==> src/rtl/disp_7seg_pkg.sv <==
// Shared constants for the seven-segment scan driver: glyph table (active-low form)
// and the brightness sub-phase count.
package disp_7seg_pkg;
  localparam int SEG_W  = 7;
  localparam int PHASES = 16;

  // Bit order a,b,c,d,e,f,g from MSB to LSB; 0 lights a segment.
  localparam logic [SEG_W-1:0] GLYPH_0     = 7'b0000001;
  localparam logic [SEG_W-1:0] GLYPH_1     = 7'b1001111;
  localparam logic [SEG_W-1:0] GLYPH_2     = 7'b0010010;
  localparam logic [SEG_W-1:0] GLYPH_3     = 7'b0000110;
  localparam logic [SEG_W-1:0] GLYPH_4     = 7'b1001100;
  localparam logic [SEG_W-1:0] GLYPH_5     = 7'b0100100;
  localparam logic [SEG_W-1:0] GLYPH_6     = 7'b0100000;
  localparam logic [SEG_W-1:0] GLYPH_7     = 7'b0001111;
  localparam logic [SEG_W-1:0] GLYPH_8     = 7'b0000000;
  localparam logic [SEG_W-1:0] GLYPH_9     = 7'b0000100;
  localparam logic [SEG_W-1:0] GLYPH_A     = 7'b0001000;
  localparam logic [SEG_W-1:0] GLYPH_B     = 7'b1100000;
  localparam logic [SEG_W-1:0] GLYPH_C     = 7'b0110001;
  localparam logic [SEG_W-1:0] GLYPH_D     = 7'b1000010;
  localparam logic [SEG_W-1:0] GLYPH_E     = 7'b0110000;
  localparam logic [SEG_W-1:0] GLYPH_F     = 7'b0111000;
  localparam logic [SEG_W-1:0] GLYPH_DASH  = 7'b1111110;
  localparam logic [SEG_W-1:0] GLYPH_BLANK = 7'b1111111;

  // Converts an active-low glyph to the pin polarity of the board.
  function automatic logic [SEG_W-1:0] to_pol(input logic [SEG_W-1:0] glyph, input logic active_low);
    return active_low ? glyph : ~glyph;
  endfunction
endpackage

==> src/rtl/disp_7seg_scan_if.sv <==
// Display bus between the BCD datapath (master) and the scan driver (slave).
interface disp_7seg_scan_if #(
  parameter int NUM_DIGITS = 4
);
  import disp_7seg_pkg::*;

  logic [4*NUM_DIGITS-1:0] bcd_in;
  logic [NUM_DIGITS-1:0]   dp_in;
  logic                    blank_lz;
  logic [3:0]              bright;
  logic [SEG_W-1:0]        seg_out;
  logic                    dp_out;
  logic [NUM_DIGITS-1:0]   an_out;
  logic                    frame_pulse;

  modport master (
    output bcd_in, dp_in, blank_lz, bright,
    input  seg_out, dp_out, an_out, frame_pulse
  );

  modport slave (
    input  bcd_in, dp_in, blank_lz, bright,
    output seg_out, dp_out, an_out, frame_pulse
  );
endinterface

==> src/rtl/disp_7seg_dec.sv <==
// Nibble to active-low seven-segment glyph; 10-15 fall back to a dash unless hex is enabled.
module disp_7seg_dec
  import disp_7seg_pkg::*;
(
  input  logic [3:0]       nib_i,
  input  logic             hex_en_i,
  output logic [SEG_W-1:0] glyph_o
);
  always_comb begin
    glyph_o = GLYPH_DASH;
    case (nib_i)
      4'h0: glyph_o = GLYPH_0;
      4'h1: glyph_o = GLYPH_1;
      4'h2: glyph_o = GLYPH_2;
      4'h3: glyph_o = GLYPH_3;
      4'h4: glyph_o = GLYPH_4;
      4'h5: glyph_o = GLYPH_5;
      4'h6: glyph_o = GLYPH_6;
      4'h7: glyph_o = GLYPH_7;
      4'h8: glyph_o = GLYPH_8;
      4'h9: glyph_o = GLYPH_9;
      4'hA: glyph_o = hex_en_i ? GLYPH_A : GLYPH_DASH;
      4'hB: glyph_o = hex_en_i ? GLYPH_B : GLYPH_DASH;
      4'hC: glyph_o = hex_en_i ? GLYPH_C : GLYPH_DASH;
      4'hD: glyph_o = hex_en_i ? GLYPH_D : GLYPH_DASH;
      4'hE: glyph_o = hex_en_i ? GLYPH_E : GLYPH_DASH;
      4'hF: glyph_o = hex_en_i ? GLYPH_F : GLYPH_DASH;
      default: glyph_o = GLYPH_DASH;
    endcase
  end
endmodule

==> src/rtl/disp_7seg_scan.sv <==
// Time-multiplexed seven-segment driver: frame-latched digits, PWM brightness,
// leading-zero blanking and configurable pin polarity.
module disp_7seg_scan
  import disp_7seg_pkg::*;
#(
  parameter int NUM_DIGITS     = 4,
  parameter int TICK_DIV       = 1000,
  parameter int HEX_EN         = 0,
  parameter int SEG_ACTIVE_LOW = 1,
  parameter int AN_ACTIVE_LOW  = 1
) (
  input  logic               clk,
  input  logic               rst,
  disp_7seg_scan_if.slave    disp_if
);
  localparam int CNT_W = (TICK_DIV > 1) ? $clog2(TICK_DIV) : 1;
  localparam int DIG_W = (NUM_DIGITS > 1) ? $clog2(NUM_DIGITS) : 1;
  localparam int BCD_W = 4 * NUM_DIGITS;

  localparam logic                  SEG_LOW = (SEG_ACTIVE_LOW != 0);
  localparam logic                  AN_LOW  = (AN_ACTIVE_LOW != 0);
  localparam logic [SEG_W-1:0]      SEG_RST = to_pol(GLYPH_DASH, SEG_LOW);
  localparam logic [NUM_DIGITS-1:0] AN_OFF  = {NUM_DIGITS{AN_LOW}};

  logic [CNT_W-1:0]      cnt_q, cnt_d;
  logic [3:0]            phase_q, phase_d;
  logic [DIG_W-1:0]      digit_q, digit_d;
  logic [BCD_W-1:0]      shadow_q, shadow_d;
  logic [NUM_DIGITS-1:0] dp_shadow_q, dp_shadow_d;
  logic                  valid_q, valid_d;
  logic                  frame_pulse_q, frame_pulse_d;
  logic [SEG_W-1:0]      seg_q, seg_d;
  logic                  dp_q, dp_d;
  logic [NUM_DIGITS-1:0] an_q, an_d;

  logic tick, phase_wrap, digit_wrap;

  assign tick       = (cnt_q == CNT_W'(TICK_DIV - 1));
  assign phase_wrap = tick && (phase_q == 4'(PHASES - 1));
  assign digit_wrap = phase_wrap && (digit_q == DIG_W'(NUM_DIGITS - 1));

  // The shadow word only moves at a frame boundary, so a frame never mixes two inputs.
  always_comb begin
    cnt_d         = tick ? '0 : cnt_q + 1'b1;
    phase_d       = tick ? phase_q + 4'd1 : phase_q;
    digit_d       = digit_q;
    shadow_d      = shadow_q;
    dp_shadow_d   = dp_shadow_q;
    valid_d       = valid_q;
    frame_pulse_d = digit_wrap;
    if (phase_wrap) begin
      digit_d = digit_wrap ? '0 : digit_q + 1'b1;
    end
    if (digit_wrap) begin
      shadow_d    = disp_if.bcd_in;
      dp_shadow_d = disp_if.dp_in;
      valid_d     = 1'b1;
    end
  end

  logic [3:0]            nib_arr [NUM_DIGITS];
  logic [NUM_DIGITS-1:0] nib_zero;
  logic [NUM_DIGITS-1:0] lead_zero;

  for (genvar gi = 0; gi < NUM_DIGITS; gi++) begin : g_nib
    assign nib_arr[gi]  = shadow_q[4*gi +: 4];
    assign nib_zero[gi] = (shadow_q[4*gi +: 4] == 4'h0);
  end

  // lead_zero[k]: every nibble from k up to the most significant digit is zero.
  always_comb begin : lz_scan
    logic upper_zero;
    upper_zero = 1'b1;
    lead_zero  = '0;
    for (int i = NUM_DIGITS - 1; i >= 0; i--) begin
      upper_zero   = upper_zero & nib_zero[i];
      lead_zero[i] = upper_zero;
    end
  end

  logic [3:0]            nib_cur;
  logic [SEG_W-1:0]      glyph_raw, glyph_sel;
  logic                  blank_cur, dp_on;
  logic [NUM_DIGITS-1:0] an_on;

  assign nib_cur = nib_arr[digit_q];

  disp_7seg_dec u_dec (
    .nib_i    (nib_cur),
    .hex_en_i (HEX_EN != 0),
    .glyph_o  (glyph_raw)
  );

  always_comb begin
    blank_cur = disp_if.blank_lz && valid_q && (digit_q != '0) && lead_zero[digit_q];
    glyph_sel = glyph_raw;
    if (!valid_q) begin
      glyph_sel = GLYPH_DASH;
    end else if (blank_cur) begin
      glyph_sel = GLYPH_BLANK;
    end
    seg_d = to_pol(glyph_sel, SEG_LOW);
    dp_on = valid_q && dp_shadow_q[digit_q];
    dp_d  = SEG_LOW ? ~dp_on : dp_on;
    an_on = '0;
    if (phase_q <= disp_if.bright) begin
      an_on[digit_q] = 1'b1;
    end
    an_d = AN_LOW ? ~an_on : an_on;
  end

  always_ff @(posedge clk or posedge rst) begin
    if (rst) begin
      cnt_q         <= '0;
      phase_q       <= '0;
      digit_q       <= '0;
      shadow_q      <= '0;
      dp_shadow_q   <= '0;
      valid_q       <= 1'b0;
      frame_pulse_q <= 1'b0;
      seg_q         <= SEG_RST;
      dp_q          <= SEG_LOW;
      an_q          <= AN_OFF;
    end else begin
      cnt_q         <= cnt_d;
      phase_q       <= phase_d;
      digit_q       <= digit_d;
      shadow_q      <= shadow_d;
      dp_shadow_q   <= dp_shadow_d;
      valid_q       <= valid_d;
      frame_pulse_q <= frame_pulse_d;
      seg_q         <= seg_d;
      dp_q          <= dp_d;
      an_q          <= an_d;
    end
  end

  assign disp_if.seg_out     = seg_q;
  assign disp_if.dp_out      = dp_q;
  assign disp_if.an_out      = an_q;
  assign disp_if.frame_pulse = frame_pulse_q;
endmodule

==> src/flat_wrapper.sv <==
// flat-port wrapper written by rule: the top's interface ports become plain ports
module disp_7seg_scan_flat import disp_7seg_pkg::*;
#(
  parameter int NUM_DIGITS     = 4,
  parameter int TICK_DIV       = 1000,
  parameter int HEX_EN         = 0,
  parameter int SEG_ACTIVE_LOW = 1,
  parameter int AN_ACTIVE_LOW  = 1
)
  (clk, rst, disp_if_bcd_in, disp_if_dp_in, disp_if_blank_lz, disp_if_bright, disp_if_seg_out, disp_if_dp_out, disp_if_an_out, disp_if_frame_pulse);
  disp_7seg_scan_if #(.NUM_DIGITS(NUM_DIGITS)) disp_if_i ();
  input  logic clk;
  input  logic rst;
  input wire logic [$bits(disp_if_i.bcd_in)-1:0] disp_if_bcd_in;
  input wire logic [$bits(disp_if_i.dp_in)-1:0] disp_if_dp_in;
  input wire logic [$bits(disp_if_i.blank_lz)-1:0] disp_if_blank_lz;
  input wire logic [$bits(disp_if_i.bright)-1:0] disp_if_bright;
  output wire logic [$bits(disp_if_i.seg_out)-1:0] disp_if_seg_out;
  output wire logic [$bits(disp_if_i.dp_out)-1:0] disp_if_dp_out;
  output wire logic [$bits(disp_if_i.an_out)-1:0] disp_if_an_out;
  output wire logic [$bits(disp_if_i.frame_pulse)-1:0] disp_if_frame_pulse;
  assign disp_if_i.bcd_in = disp_if_bcd_in;
  assign disp_if_i.dp_in = disp_if_dp_in;
  assign disp_if_i.blank_lz = disp_if_blank_lz;
  assign disp_if_i.bright = disp_if_bright;
  assign disp_if_seg_out = disp_if_i.seg_out;
  assign disp_if_dp_out = disp_if_i.dp_out;
  assign disp_if_an_out = disp_if_i.an_out;
  assign disp_if_frame_pulse = disp_if_i.frame_pulse;
  disp_7seg_scan #(.NUM_DIGITS(NUM_DIGITS), .TICK_DIV(TICK_DIV), .HEX_EN(HEX_EN), .SEG_ACTIVE_LOW(SEG_ACTIVE_LOW), .AN_ACTIVE_LOW(AN_ACTIVE_LOW)) u_core (.clk(clk), .rst(rst), .disp_if(disp_if_i));
endmodule
==> config.mk <==
export PLATFORM = sky130hd
export DESIGN_NAME = disp_7seg_scan_flat
export DESIGN_NICKNAME = d
export VERILOG_FILES = /design/src/rtl/disp_7seg_pkg.sv /design/src/rtl/disp_7seg_scan_if.sv /design/src/rtl/disp_7seg_dec.sv /design/src/rtl/disp_7seg_scan.sv /design/src/flat_wrapper.sv
export SDC_FILE = /design/constraint.sdc
export NUM_CORES = 1
export LEC_CHECK = 0
export ABC_AREA = 1
export ABC_CLOCK_PERIOD_IN_PS = 3350
export BUFFER_PORTS_ARGS = -buffer_cell sky130_fd_sc_hd__buf_2
export CELL_PAD_IN_SITES_DETAIL_PLACEMENT = 0
export CELL_PAD_IN_SITES_GLOBAL_PLACEMENT = 1
export CORE_MARGIN = 2
export CORE_UTILIZATION = 38
export DETAILED_ROUTE_END_ITERATION = 7
export GPL_TIMING_DRIVEN = 0
export PLACE_DENSITY_LB_ADDON = 0.1
export SYNTH_ARGS = -nofsm -noshare
export SYNTH_HDL_FRONTEND = slang
export SYNTH_SLANG_ARGS = --single-unit
==> constraint.sdc <==
create_clock -name clk -period 3.35 [get_ports clk]
set_clock_uncertainty 0.1 [all_clocks]
set_input_delay 0.5025 -clock clk [delete_from_list [all_inputs] [get_ports clk]]
set_output_delay 0.5025 -clock clk [all_outputs]
set_load 0.02 [all_outputs]
==> After elaboration in Yosys (flattened, before gate mapping) <==
Index checks and enable logic that the tools add are counted.
Widths: inputs -> output; s select.
{ "word_totals": {"output_inout_bits": 13, "input_bits": 27, "register_bits": 50, "word_cells": 70} }
{ "classes": {"reduce_logical": 14, "eq_ne": 18, "n_addsub": 3, "bitwise": 6, "mux": 15, "n_lt_le_gt_ge": 4} }
{ "ops": {"columns": ["operator", "count"], "rows": [
  ["$pmux 7 s11", 1],
  ["$eq 4x4->1 const B", 9],
  ["$logic_not 4->1", 5],
  ["$eq 4x3->1 const B", 4],
  ["$mux 7", 2],
  ["$mux 4", 3],
  ["$add 10x1->10 const B", 1],
  ["$eq 10x10->1 const B", 1],
  ["$mux 10", 1],
  ["$bmux 4 s2", 1],
  ["$eq 4x2->1 const B", 2],
  ["$logic_and 1x1->1", 7],
  ["$reduce_or 6->1", 1],
  ["$add 4x1->4 const B", 1],
  ["$bmux 1 s2", 2],
  ["$eq 4x1->1 const B", 1],
  ["$le 4x4->1", 1],
  ["$not 4->4", 1],
  ["$and 1x1->1", 3],
  ["$ge 3x3->1 const B", 1],
  ["$lt 2x3->1 const B", 1],
  ["$mux 1", 3],
  ["$not 2->3", 1],
  ["$add 2x1->2 const B", 1],
  ["6 further kinds", 6]
]} }

==> Depth between registers and ports, before layout <==
{ "depth": {"depth_word": 9, "depth_mapped": 11, "mapped_depth_nobuf": 10} }

==> Modules after synthesis <==
Synthesis repeated with hierarchy kept, for this count alone.
{ "hier_totals": {"hier_cells": 341, "area_unflattened_um2": 2715.1} }
{ "by_module_without_submodules": {"columns": ["module", "n_inst", "seq_area_each_um2", "area_per_inst_um2", "cells_each"], "rows": [
  ["disp_7seg_scan", 1, 1265.0, 2483.6, 288],
  ["disp_7seg_dec", 1, 0.0, 231.5, 53]
]} }

==> Worst setup path after synthesis <==
No wires, ideal clock.
{ "synth_timing": {"kind": "register -> register", "from": "register u_core.digit_q[1]", "to": "register u_core.seg_q[1], in the netlist u_core.disp_if.seg_out[1]", "setup_slack_ns": 1.814, "t_arrival_ns": 1.337, "stages_incl_launch_ff": 9, "required_ns": 3.151, "path_buffers": 1, "setup_ns": 0.099, "synth_period_minus_slack_ns": 1.536, "path_cell_list": "dfrtp_1 > buf_2 > inv_2 > ha_1 > nor2_1 > nand4_1 > nor2_1 > a21oi_1 > nand3_1"} }
{ "synth_via": {"elab_chain_len": 9, "elab_cells_between_ends": 29, "cone_classes": "15 x eq/ne; 8 x mux; 1 x bitwise; 5 x reduce/logical"} }
{ "synth_rtl": {"columns": ["item", "line", "source"], "rows": [
  ["start, declared", "disp_7seg_scan.sv:27", "logic [DIG_W-1:0] digit_q, digit_d;"],
  ["start signal, assigned", "disp_7seg_scan.sv:127", "digit_q <= digit_d;"],
  ["$not 2->3 (implied by the code)", "disp_7seg_scan.sv:86", "assign nib_cur = nib_arr[digit_q];"],
  ["$bmux 4 s2", "disp_7seg_scan.sv:86", null],
  ["$mux 4 (implied by the code) (2 in a row)", "disp_7seg_scan.sv:86", null],
  ["$eq 4x4->1", "disp_7seg_dec.sv:11", "case (nib_i)"],
  ["$reduce_or 6->1 (no source line)", null, null],
  ["$pmux 7 s11", "disp_7seg_dec.sv:11", null],
  ["$mux 7 (*)", "disp_7seg_scan.sv:99", "end else if (blank_cur) begin"],
  ["$mux 7 (*)", "disp_7seg_scan.sv:97", "if (!valid_q) begin"],
  ["via u_core.glyph_sel[1]", "disp_7seg_scan.sv:82", "logic [SEG_W-1:0] glyph_raw, glyph_sel;"],
  ["end signal, assigned", "disp_7seg_scan.sv:132", "seg_q <= seg_d;"],
  ["end, declared", "disp_7seg_scan.sv:32", "logic [SEG_W-1:0] seg_q, seg_d;"]
]} }
The timed path passes the listed nets; every way through them passes the cells marked *. The select of a mux whose other input is x is not followed.
A chain may end at the register's enable or synchronous reset.

==> Worst setup path after layout <==
{ "layout_timing": {"from": "register u_core.digit_q[1]", "to": "register u_core.seg_q[5], in the netlist u_core.disp_if.seg_out[5]"} }
The elaborated chain is that of the path after synthesis.

==> qor.yml <==
cells_and_area:
  final_common_cell: "nand2_1"
  antenna_cells: 0
  num-nets-final: 397
  utilization_pct: 45.2
  final_cell_mix: "nand2_1 (86), inv_1 (47), buf_2 (40)"
  drive_gt1_share_pct: 29.1
  fillers: 714
  area_growth_pct: 15.4
grt:
  grt_pass1_vias: 1925
  grt_max_degree: 30
  globalRouteTotalUtil_pct: 14.9
  grt_antenna_before_repair: 0
  grt_pass1_wl_microns: 9090
  grt_overflow: 0
synthesis:
  ys_top_cells_by_area: "dfrtp_1 (37%), nand2_1 (12%), dfstp_2 (11%)"
  async_flop_share_pct: 100
  synth.net_count: 350
  yosysSeqAreaShare_pct: 47.8
  synth_top_flop_cell: "dfrtp_1"
  synth_edf_count: 0
  ys_ff_latch: 50
  yosysTopAreaCell: "dfrtp_1"
  netlist_area_sq_mm: 0.00265
  synth_cell_types: 29
  syn_area_per_cell_sq_um: 8.45
  synthDominantCellAreaShare_pct: 36.9
  syn_inst: 313
  ys_warn_count: 0
die:
  die_w_microns: 87.5
  die_area_sq_mm: 0.00765
  core_area_sq_mm: 0.00676
  fp.dieH_microns: 87.5
  num_io_pins: 40
  rows: 30
  start_util_pct: 39.2
sta:
  setup_viol: 0
  whs_ps: 126
  finalHoldViolCount: 0
  drv_slew: 0
  period_share_pct: 56.7
  rsz0062_at_grt: "no"
  fmax_mhz: 527
  slew_headroom_pct: 66.3
  setup_tns_ps: 0
  worstMarginPinSlew_ps: 506
  min_period_ps: 1900
  setup_ws_ps: 1450
drt:
  drtIter0Drc: 72
  ant_nets: 0
  routedWlPerCell_microns: 11.6
  dr.pass1.iters: 4
  num_vias: 2021
  drc_errors: 0
  drt-vias-per-instance: 4.58
  routed_wirelength_microns: 5120
worst_hold_path:
  hold_path_class: "input pin to asynchronous set/reset pin"
setup_path:
  crit_top_cell: "nor2_1"
  crit_path_end_kind: "flip-flop"
  reg2reg_slack_ps: 1450
  cp_slowest_cell: "a21oi_1"
  required_ps: 3450
  crit_family: "compound AO/OA/AOI/OAI gates"
  slowest_delay_ps: 410
  cp-start-kind: "flip-flop"
  crit_buf_inv: 2
  critPathKind: "flip-flop to flip-flop"
  critPathMaxFanout: 9
  arrival_ps: 2000
  path_cells: "buf_2 -> inv_2 -> ha_1 -> nor2_1 -> nand4_1 -> nor2_1 -> a21oi_1 -> nand3_1"
clocking:
  clkLatencyLatePin_ps: 300
  post_cts_buffers: 0
  cts_tree: "yes"
  cts_max_level: 2
  clockBufferDepth: 2
  root_buffer: "clkbuf_8"
  cts-resized-gates: 0
  clock-sinks: 50
  numCtsBuffers: 5
  postCtsHoldBufs: 0
  clk_pin_slew_ps: 90
flow_run:
  maxCapViolations: 0
place:
  dp_slack_ps: 1450
  portBuffers: 39
  gp_congestion: 0.791
  post-dp-hpwl_microns: 3890
power:
  powerDensity_mw_per_mm2: 331
  power.leakage_uw: 0.00168
  vdd_drop_max_uv: 177
run_status:
  outcome: "complete, no violations"
sequential cells by signal, summed over array words and instances (netlist names):
register and count:
u_core.cnt_q 10, u_core.digit_q 2, u_core.disp_if.an_out 4, u_core.disp_if.dp_out 1
u_core.disp_if.frame_pulse 1, u_core.disp_if.seg_out 7, u_core.dp_shadow_q 4, u_core.phase_q 4
u_core.shadow_q 16, u_core.valid_q 1
report_power, final:
| group | internal, uW | switching, uW | leakage (uW) |
|---|---|---|---|
| combinational | 17.0 | 24.8 | 0.00109 |
| clock | 167 | 196 | 0.0000482 |
| sequential | 604 | 0.149 | 0.000542 |
final timing paths:
| check | startpoint | end | cells past startpoint |
|---|---|---|---|
| max | u_core.digit_q[1]$_DFFE_PP0P_ | u_core.disp_if.seg_out[5]$_DFF_PP1_ | 8 |
| min | rst | u_core.shadow_q[2]$_DFFE_PP0P_ | 2 |
| max reg2reg | u_core.digit_q[1]$_DFFE_PP0P_ | u_core.disp_if.seg_out[5]$_DFF_PP1_ | 8 |
| min reg2reg | u_core.valid_q$_DFFE_PP0P_ | u_core.disp_if.dp_out$_DFF_PP1_ | 1 |
| max in group asynchronous | rst | u_core.disp_if.dp_out$_DFF_PP1_ | 3 |
| min in group clk | disp_if_bcd_in[6] | u_core.shadow_q[6]$_DFFE_PP0P_ | 3 |
layer usage:
layer | GRT usage, % | wire (microns)
met5 | 0 | 0
met4 | 3.78 | 43
met2 | 23.6 | 2270
met1 | 20.9 | 2640
met3 | 2.84 | 166
synthesized netlist by cell type (2+ instances only):
cell / instances
nor2_1: 25
o21ai_0: 5
nand2_2: 7
inv_2: 4
inv_1: 48
dfrtp_1: 39
nor2_2: 3
dfstp_2: 11
buf_6: 5
nand2_1: 86
nand3_1: 25
xor2_1: 6
nand4_1: 2
o21ai_2: 20
ha_1: 10
a21oi_1: 4
cells by family after synthesis:
family,synth area share [%]
simple gates,26.0
buf+inv,9.98
flops,47.8
compound gates,9.50
fa+ha+maj,4.73
xor+xnor,1.99
stage by stage:
stage	area (sq um)	std cells	total power [uW]
2_1_floorplan	2650	313	636
3_3_place_gp	2940	432	655
3_5_place_dp	2960	433	659
4_1_cts	3050	441	1030
5_1_grt	3050	441	1060
6_report	3050	441	1010
layout make-up:
class	count	area, sq um	share of cell area, %
Buffer	7	68.8	2.25
Tap cell	80	100	3.28
Multi-Input combinational cell	204	1120	36.6
Sequential cell	50	1260	41.4
Inverter	52	195	6.39
Clock inverter	1	5.00	0.164
Timing Repair Buffer	40	215	7.05
Clock buffer	7	86.3	2.83
Note: power is estimated with default switching activity, not from simulation.
